## src/rtl/io_port_responder.sv

```systemverilog
// -----------------------------------------------------------------------------
// io_port_responder
//   Bus-side responder for the memory-mapped I/O window. Drives the CPU read
//   data from RAM, the output port (0xFE) or the input port (0xFF). It holds the
//   0xFE output register, which an external consumer drains through a
//   valid/ready handshake. It also holds a one-entry input buffer that an
//   external producer fills. A CPU write to 0xFF acknowledges the buffer and
//   frees it.
//
// Ports
//   clk, rst_n          system clock (rising edge), async active-low reset
//   we_oport0           CPU write strobe for 0xFE (loads output register)
//   we_iport0           CPU write strobe for 0xFF (acknowledges input buffer)
//   sel_ram_io, sel_o_i read-mux selects: 0x=RAM, 10=oport, 11=iport
//   WD, ram_RD          CPU write data, RAM read data
//   RD                  CPU read data (combinational mux)
//   out_data/valid/ready/ovr  output register, handshake, sticky overrun flag
//   in_data/valid/ready/full  producer data, handshake, buffer occupancy
//   rx_cnt, tx_cnt      wrap-around counters of accepted/completed transfers
// -----------------------------------------------------------------------------
module io_port_responder #(
  parameter int             W         = 8,
  parameter int             CNT_W     = 8,
  parameter logic [W-1:0]   OREG_INIT = 8'h00
) (
  input  logic             clk,
  input  logic             rst_n,
  input  logic             we_oport0,
  input  logic             we_iport0,
  input  logic             sel_ram_io,
  input  logic             sel_o_i,
  input  logic [W-1:0]     WD,
  input  logic [W-1:0]     ram_RD,
  output logic [W-1:0]     RD,
  output logic [W-1:0]     out_data,
  output logic             out_valid,
  input  logic             out_ready,
  output logic             out_ovr,
  input  logic [W-1:0]     in_data,
  input  logic             in_valid,
  output logic             in_ready,
  output logic             in_full,
  output logic [CNT_W-1:0] rx_cnt,
  output logic [CNT_W-1:0] tx_cnt
);

  localparam logic [CNT_W-1:0] CNT_ONE = {{(CNT_W-1){1'b0}}, 1'b1};

  logic [W-1:0]     out_data_r, out_data_s;
  logic             out_valid_r, out_valid_s;
  logic             out_ovr_r, out_ovr_s;
  logic [W-1:0]     ibuf_r, ibuf_s;
  logic             in_full_r, in_full_s;
  logic [CNT_W-1:0] rx_cnt_r, rx_cnt_s;
  logic [CNT_W-1:0] tx_cnt_r, tx_cnt_s;
  logic             out_fire_s;
  logic             in_fire_s;

  // Output-side next state: load, drain, overrun detection, tx counting.
  always_comb begin
    out_data_s  = out_data_r;
    out_valid_s = out_valid_r;
    out_ovr_s   = out_ovr_r;
    tx_cnt_s    = tx_cnt_r;
    out_fire_s  = out_valid_r & out_ready;

    if (out_fire_s) begin
      tx_cnt_s = tx_cnt_r + CNT_ONE;
    end else begin
      tx_cnt_s = tx_cnt_r;
    end

    if (we_oport0) begin
      // A write in the handshake cycle counts as a clean hand-off of the old
      // value. Only a write over an undrained value is an overrun.
      out_data_s  = WD;
      out_valid_s = 1'b1;
      if (out_valid_r & ~out_ready) begin
        out_ovr_s = 1'b1;
      end else begin
        out_ovr_s = out_ovr_r;
      end
    end else if (out_fire_s) begin
      out_valid_s = 1'b0;
    end else begin
      out_valid_s = out_valid_r;
    end
  end

  // Input-side next state. Accept and ack cannot coincide because in_ready is
  // low while the buffer is full.
  always_comb begin
    ibuf_s    = ibuf_r;
    in_full_s = in_full_r;
    rx_cnt_s  = rx_cnt_r;
    in_fire_s = in_valid & ~in_full_r;

    if (in_fire_s) begin
      ibuf_s    = in_data;
      in_full_s = 1'b1;
      rx_cnt_s  = rx_cnt_r + CNT_ONE;
    end else if (we_iport0 & in_full_r) begin
      in_full_s = 1'b0;
    end else begin
      in_full_s = in_full_r;
    end
  end

  // State registers. Reset drops any pending transfer.
  always_ff @(posedge clk or negedge rst_n) begin
    if (!rst_n) begin
      out_data_r  <= OREG_INIT;
      out_valid_r <= 1'b0;
      out_ovr_r   <= 1'b0;
      ibuf_r      <= {W{1'b0}};
      in_full_r   <= 1'b0;
      rx_cnt_r    <= {CNT_W{1'b0}};
      tx_cnt_r    <= {CNT_W{1'b0}};
    end else begin
      out_data_r  <= out_data_s;
      out_valid_r <= out_valid_s;
      out_ovr_r   <= out_ovr_s;
      ibuf_r      <= ibuf_s;
      in_full_r   <= in_full_s;
      rx_cnt_r    <= rx_cnt_s;
      tx_cnt_r    <= tx_cnt_s;
    end
  end

  // Zero-latency CPU read mux. Reading has no side effects.
  always_comb begin
    case ({sel_ram_io, sel_o_i})
      2'b10:   RD = out_data_r;
      2'b11:   RD = ibuf_r;
      default: RD = ram_RD;
    endcase
  end

  assign out_data  = out_data_r;
  assign out_valid = out_valid_r;
  assign out_ovr   = out_ovr_r;
  assign in_full   = in_full_r;
  assign in_ready  = ~in_full_r;
  assign rx_cnt    = rx_cnt_r;
  assign tx_cnt    = tx_cnt_r;

endmodule
```

## config.mk

```make
export PLATFORM = sky130hd
export DESIGN_NAME = io_port_responder
export DESIGN_NICKNAME = d
export VERILOG_FILES = /design/src/rtl/io_port_responder.sv
export SDC_FILE = /design/constraint.sdc
export NUM_CORES = 1
export LEC_CHECK = 0
export CAP_MARGIN = 20
export CORE_MARGIN = 2
export CORE_UTILIZATION = 37
export DETAILED_ROUTE_END_ITERATION = 6
export GPL_TIMING_DRIVEN = 0
export PLACE_DENSITY = 0.76
export SLEW_MARGIN = 15
export SYNTH_ARGS = -nofsm -noshare
export SYNTH_HDL_FRONTEND = slang
export SYNTH_SLANG_ARGS = --single-unit
```

## constraint.sdc

```tcl
create_clock -name clk -period 1.3 [get_ports clk]
set_clock_uncertainty 0.05 [all_clocks]
set_input_delay 0.39 -clock clk [delete_from_list [all_inputs] [get_ports clk]]
set_output_delay 0.39 -clock clk [all_outputs]
set_load 0.01 [all_outputs]
```

=== After elaboration in Yosys (flattened, before gate mapping) ===
Index checks and enable logic that the tools add are counted.

* $add $sub $neg: 2
* Multiply operators: 0
* Div/mod/pow operators: 0
* Order comparisons: 0
* Equal/unequal tests: 2
* Shift-type cells: 0
* Mux-type cells: 5
* Bitwise operators: 6
* Reduce and logical (&&, ||, !) cells: 3

{| class="wikitable"
|+ Operators by type and width
! operator !! number
|-
| $add 8x1->8 const B || 2
|-
| $pmux 8 s2 || 1
|-
| $and 1x1->1 || 4
|-
| $eq 2x2->1 const B || 2
|-
| $mux 1 || 4
|-
| $reduce_bool 2->1 || 2
|-
| $not 1->1 || 2
|-
| $reduce_and 2->1 || 1
|}

* Bits in registers: 35
* Bits in latches: 0
* Bits in writable memories: 0
* Bits in read-only memories: 0
* Input port bits: 32
* Output and inout port bits: 36
* Word-level logic and storage cells: 25
* Memories kept: 0

=== Depth between registers and ports, before layout ===
Gate-level depths: netlist (run 1).

* Depth after elaboration: 3
* Depth in mapped cells: 4
* Mapped depth without buffers: 4

=== Least setup slack after synthesis (run 1) ===
Ideal clock, no wire load.

* Path type: input to output
* Start: in sel_ram_io
* End: out RD[3]
* Arrival: 1.010 ns
* Data required time: 0.860 ns
* Slack: -0.150 ns
* Stages: 4
* Buffers on the path: 2
* Cell sequence: clkbuf_1 buf_4 nor2_1 a21oi_1

* Longest elaborated chain between the ends: 2
* Elaborated cells between the ends (all ways): 3
* Those cells by class: eq/ne (2); mux (1)

{| class="wikitable"
|+ RTL lines
! what !! RTL line !! text
|-
| start, declared || 30 || <nowiki>input logic sel_ram_io,</nowiki>
|-
| $eq 2x2->1 || 132 || <nowiki>case ({sel_ram_io, sel_o_i})</nowiki>
|-
| $pmux 8 s2 * || 132 ||
|-
| end, declared || 34 || <nowiki>output logic [W-1:0] RD,</nowiki>
|}

Every way passes the cells marked *; elsewhere a longest branch is shown, timed or not.

=== Worst setup path in the final report (run 1) ===
* Start: reg out_data_r[3], in the netlist out_data[3]
* End: out RD[3]

* Longest elaborated chain between the ends: 1

{| class="wikitable"
|+ RTL lines
! what !! RTL line !! text
|-
| start, declared || 49 || <nowiki>logic [W-1:0] out_data_r, out_data_s;</nowiki>
|-
| start signal, assigned || 120 || <nowiki>out_data_r <= out_data_s;</nowiki>
|-
| $pmux 8 s2 || 132 ||
|}

No other way between the ends.

==> reports/results.txt, run 1 <==
share of cells above drive strength 1: 52.7%
n_diodes: 0
Post-Synthesis Cells: 123
vias: 1353
most frequent cells in the layout: dfrtp_1, buf_2, buf_4
most area-hungry cell type in the Yosys netlist: dfrtp_1
hold crit path type: input port to async pin
Int Power: 2.83 mW
Synth area leaders: dfrtp_1, mux2_2, xnor2_1
Comb power frac: 42.9%
slowest CP cell: dfrtp_1
First-pass DRT Iterations: 4
number of global-route vias before repair: 1448
DP HPWL: 2740 um
Core Area: 4030 um2
post-route cell area: 2590 um2
synthesized area: 1560 um2
drt initial violations: 36
commonest non-fill, non-tap cell in the layout: dfrtp_1
Finish-stage setup viols: 15
Worst R2R Start: in_full$_DFFE_PN0P_
post-DR vias/cell: 4.94
GRT Total Usage: 18.4%
GRT overflow: 0
worst vdd ir: 1.24 mV
#FFs+latches synth: 35
Cell Pwr Density: 1610 nW/um2
root buffer cell: clkbuf_8
Synth cell types: 24
pre-CTS setup slack: -689 ps
Max-Cap Viols: 0
period utilisation layout: 118%
DRT Wirelength: 4370 um
Max clock buf depth: 2
largest net degree at the start of global routing: 36
Leakage: 1.26 nW
Worst Tran Pin Value: 759 ps
remaining antenna violation count after routing: 0
critical path fanouts, max: 2
die height: 68.9 um
Final Hold Fails: 0
Mapped Nets: 157
Largest delay share family, worst path: flip-flops
I/O pin count: 68
switching part of the total: 32.1%
final design utilization: 64.3%
Layout Nets: 257
first-pass GRT wire length: 6400 um
placed cell area: 2300 um2
total CTS buffers: 5
unrepaired setup endpoints after global routing: true
R2R setup slack: 0 ps
Post-Syn Area per Cell: 12.7 um2
Reg2Reg Capture Point: ibuf_r[3]$_DFFE_PN0P_
FMAX: 654 MHz
synth-to-layout area growth: 66.3%
Setup WS post-layout: -229 ps
Sw Pwr: 1.34 mW
H-tree Lvls: 2
failing checks: negative setup slack
Synth top area share: 56.2%
CP cell instances: mux2i_2, a21oi_2, buf_2
CP bufs+invs: 1
CP Data Required Time: 860 ps
Fillers: 322
min Tclk post-route: 1530 ps
Worst slew margin: 49.4%
sequential share of the synthesized area: 56.2%
# port buffers: 64
fin. max-slew vios: 0
total power draw: 4.17 mW
Clk pwr share: 20.3%
R2R cell count: 4
routed len/inst: 15.9 um
outcome: finished with violations
Sink Count: 35
Critical path origin: out_data[3]$_DFFE_PN0P_
CP arrival: 1090 ps
Ys Warns: 0
Worst Setup Start Kind: flip-flop
Reg power frac: 36.8%
later-pin clock latency in the skew report: 280 ps
Max stage delay on crit path: 410 ps
Die ar.: 4750 um2
Routability Congestion: 0.754
number of remaining DRC errors: 0
Reg clk slew, reported paths: 60 ps
Crit Path Category: flip-flop to primary output
Worst setup EP type: primary output
initial antenna violation count: 0
CTS tree: built
Starting Density: 38.7%
Die X: 68.9 um
Site Rows: 23
==> synthesized netlist by cell type <==
| library cell | number |
|---|---|
| a21oi_1 | 8 |
| and4b_2 | 1 |
| ha_1 | 2 |
| nor3_1 | 1 |
| nor2_1 | 9 |
| and3_1 | 2 |
| nand2_1 | 7 |
| xnor2_1 | 11 |
| buf_2 | 2 |
| buf_4 | 1 |
| mux2i_1 | 8 |
| mux2_2 | 18 |
| nand3_1 | 1 |
| nor2b_4 | 1 |
| nand4_1 | 5 |
| xor2_1 | 3 |
| and4_1 | 1 |
| o21bai_1 | 1 |
| dfrtp_1 | 35 |
| a21o_1 | 1 |
| clkbuf_1 | 1 |
| a31o_2 | 1 |
| buf_6 | 1 |
| inv_1 | 2 |
==> repair_timing <==
action	CTS	global route
setup buffers	24	6
setup endpoints to repair	52	30
hold buffers	0	0
gates resized for setup	167	26
pin swaps	14	7
==> final cells by class <==
class	count	area, um2	share of cell area (%)
buffer	5	52.6	2.03
clock buffer	8	100	3.86
inverter	2	7.51	0.290
multi-input combinational	81	766	29.6
sequential	35	877	33.8
tap	50	62.6	2.41
timing repair buffer	93	726	28.0
==> worst max-delay path by stage <==
stage | to | cells after the start
2_1_floorplan | RD[0] | 3
3_3_place_gp | rx_cnt[7]$_DFFE_PN0P_ | 1
3_5_place_dp | RD[1] | 4
4_1_cts | RD[6] | 3
5_1_grt | RD[3] | 3
6_report | RD[3] | 3
==> registers in the layout, summed over array words and instances, names as in the netlist <==
signal     flops
out_valid      1
out_ovr        1
out_data       8
in_full        1
rx_cnt         8
tx_cnt         8
ibuf_r         8
==> per-layer routing <==
layer	global-route usage (%)	vias to the layer above	share of wire [%]
met1	20.8	677	39
met5	0	-	0
met3	4.22	4	6.2
met2	33.9	50	54
li1	-	622	-
met4	5.88	0	0.57
==> kinds of logic after synthesis <==
| group | synth area share (%) |
|---|---|
| DFF | 56.2 |
| and+or+nand+nor | 9.48 |
| muxes | 18.2 |
| xor gates and xnor gates | 7.87 |
| AOI/OAI and AO/OA | 4.10 |
| buffers and inverters | 2.57 |
| adders and majority gates | 1.61 |
==> metrics by stage <==
step | cells | TNS [ps] | hold WS [ps]
finish | 274 | -1990 | 129
global route | 274 | -3020 | 193
floorplan | 123 | 0 | 44.4
global placement | 237 | -46740 | 408
CTS | 269 | -1840 | 153
detailed placement | 237 | -15660 | 418
==> power groups by stage <==
stage,logic [mW],clock network [mW],registers [mW]
4_1_cts,1.53,0.860,1.52
3_5_place_dp,1.27,0,1.67
5_1_grt,1.93,0.910,1.56
3_3_place_gp,1.24,0,1.65
6_report,1.79,0.847,1.53
2_1_floorplan,0.493,0,1.71
No activity file was read; power rests on OpenSTA's default activity.
==> inputs of run 2 (changes only) <==
- GPL_ROUTABILITY_DRIVEN: not set -> 0
- clock period: 1.3 -> 1.24 ns (I/O delays scaled with it)
==> reports/results.txt, run 2 (synthesis results as in run 1) <==
outcome: finished with violations
CP endpoint: RD[3]
Sink Count: 35 (unchanged)
number of global-route vias before repair: 1430 (-1.2%)
GRT overflow: 0 (unchanged)
min Tclk post-route: 1520 ps
CP arrival: 1100 ps (about the same)
critical path fanouts, max: 2 (unchanged)
H-tree Lvls: 2 (unchanged)
Site Rows: 23 (unchanged)
failing checks: negative setup slack
First-pass DRT Iterations: 4 (unchanged)
remaining antenna violation count after routing: 0 (unchanged)
Max stage delay on crit path: 390 ps (-20 ps)
slowest CP cell: dfrtp_1
Worst R2R Start: in_full$_DFFE_PN0P_
CTS tree: built
Worst Tran Pin Value: 759 ps (+0.322 ps)
Die X: 68.9 um (unchanged)
Cell Pwr Density: 1630 nW/um2 (+1.2%)
Max clock buf depth: 2 (unchanged)
Worst slew margin: 49.4% (about the same)
FMAX: 659 MHz
Finish-stage setup viols: 35 (+20)
hold crit path type: input port to async pin
initial antenna violation count: 0 (unchanged)
CP cell instances: mux2i_1, a21oi_2, buf_2
Core Area: 4030 um2 (unchanged)
total power draw: 4.34 mW (+4.0%)
Crit Path Category: flip-flop to primary output
# port buffers: 64 (unchanged)
commonest non-fill, non-tap cell in the layout: dfrtp_1
number of remaining DRC errors: 0 (unchanged)
die height: 68.9 um (unchanged)
Max-Cap Viols: 0 (unchanged)
Reg area: 878 um2 (+0.14%)
met3 Usage GRT: 5.68% (+1.5 points)
routed len/inst: 15.3 um (-4.2%)
Inst Count DP: 237 (unchanged)
share of cells above drive strength 1: 54.3% (+1.6 points)
Critical path origin: ibuf_r[3]$_DFFE_PN0P_
Setup WS post-layout: -277 ps (-48.1 ps)
R2R cell count: 4 (unchanged)
synth-to-layout area growth: 71.0%
M2 GR Usage: 36.1% (+2.2 points)
Die ar.: 4750 um2 (unchanged)
DP HPWL: 2840 um (+3.7%)
Non-Filler Instances: 282 (+2.9%)
drt initial violations: 62 (+72%)
Fillers: 329 (+2.2%)
GR Util met1: 22.4% (+1.6 points)
post-route cell area: 2660 um2 (+2.8%)
Starting Density: 38.7% (unchanged)
first-pass GRT wire length: 6810 um (+6.5%)
worst vdd ir: 0.904 mV (-27%)
most frequent cells in the layout: dfrtp_1, buf_2, buf_4
CP Data Required Time: 820 ps (-40 ps)
unrepaired setup endpoints after global routing: true
largest net degree at the start of global routing: 36 (unchanged)
root buffer cell: clkbuf_8
I/O pin count: 68 (unchanged)
final design utilization: 66.1% (+1.8 points)
DRT Wirelength: 4310 um (-1.4%)
total CTS buffers: 5 (unchanged)
R2R setup slack: -110 ps (-110 ps)
area of the multi-input gates: 751 um2 (-2.0%)
Worst Setup Start Kind: flip-flop
Layout Nets: 265 (+3.1%)
Final Hold Fails: 0 (unchanged)
GRT Total Usage: 19.9% (+1.5 points)
Reg clk slew, reported paths: 70 ps (about the same)
Worst setup EP type: primary output
Leakage: 1.30 nW (+3.2%)
placed cell area: 2310 um2 (+0.38%)
n_diodes: 0 (unchanged)
vias: 1359 (+0.44%)
busiest grt layer: met2
fin. max-slew vios: 0 (unchanged)
post-DR vias/cell: 4.82 (-2.4%)
later-pin clock latency in the skew report: 280 ps (about the same)
Reg2Reg Capture Point: ibuf_r[5]$_DFFE_PN0P_
pre-CTS setup slack: -716 ps (-26.9 ps)
period utilisation layout: 122%
[run 2: cell count changes in the layout (fill, tap and decap cells not counted), sizes merged]
cell    previous run  this run
clkbuf             9         8
buf               70        78
clkinv             0         1
[run 2: how the worst min path moves through the flow]
stage | cells past startpoint | end | slack (ps)
finish | 1 | tx_cnt[0]$_DFFE_PN0P_ | 110
global route | 1 | out_data[2]$_DFFE_PN0P_ | 150
detailed placement | 1 | tx_cnt[7]$_DFFE_PN0P_ | 410
CTS | 1 | tx_cnt[0]$_DFFE_PN0P_ | 120
floorplan | 0 | ibuf_r[0]$_DFFE_PN0P_ | 30
global placement | 1 | out_ovr$_DFFE_PN0P_ | 410
[run 2: critical path: cells and delay by family, from the launching register on]
kind	cells	cell delay, ps
muxes	1	210
AOI/OAI and AO/OA	1	70
buffers and inverters	1	140
DFF	1	390
[run 2: what timing repair did]
action | CTS | global route
hold buffers | 0 | 0
buffers inserted | 28 | 12
cloned | 1 | 0
endpoints found under the setup margin | 52 | 50
pin swaps | 8 | 5
resized for setup | 188 | 10
[run 2: through the flow]
step	hold slack [ps]	setup TNS [ps]
2_1_floorplan	26.4	-5.04
3_3_place_gp	407	-50770
3_5_place_dp	414	-17880
4_1_cts	124	-3740
5_1_grt	154	-5240
6_report	108	-3510
[run 2: layer usage]
layer / vias up / wire (um)
met5: - / 0
met3: 10 / 229
met1: 671 / 1730
li1: 639 / -
met4: 0 / 67
met2: 39 / 2280
[run 2: final cells by class]
type                       instances  share of cell area (%)
sequential                        35                    33.0
timing repair buffer             101                    30.7
multi-input combinational         81                    28.2
clock buffer                       7                    3.24
tap                               50                    2.35
buffer                             5                    2.11
inverter                           2                   0.282
clock inverter                     1                   0.188
[run 2: report_power, final]
group,switching (mW),internal (mW)
clock,0.389,0.448
combinational,0.804,1.08
sequential,0.187,1.43
total,1.38,2.96
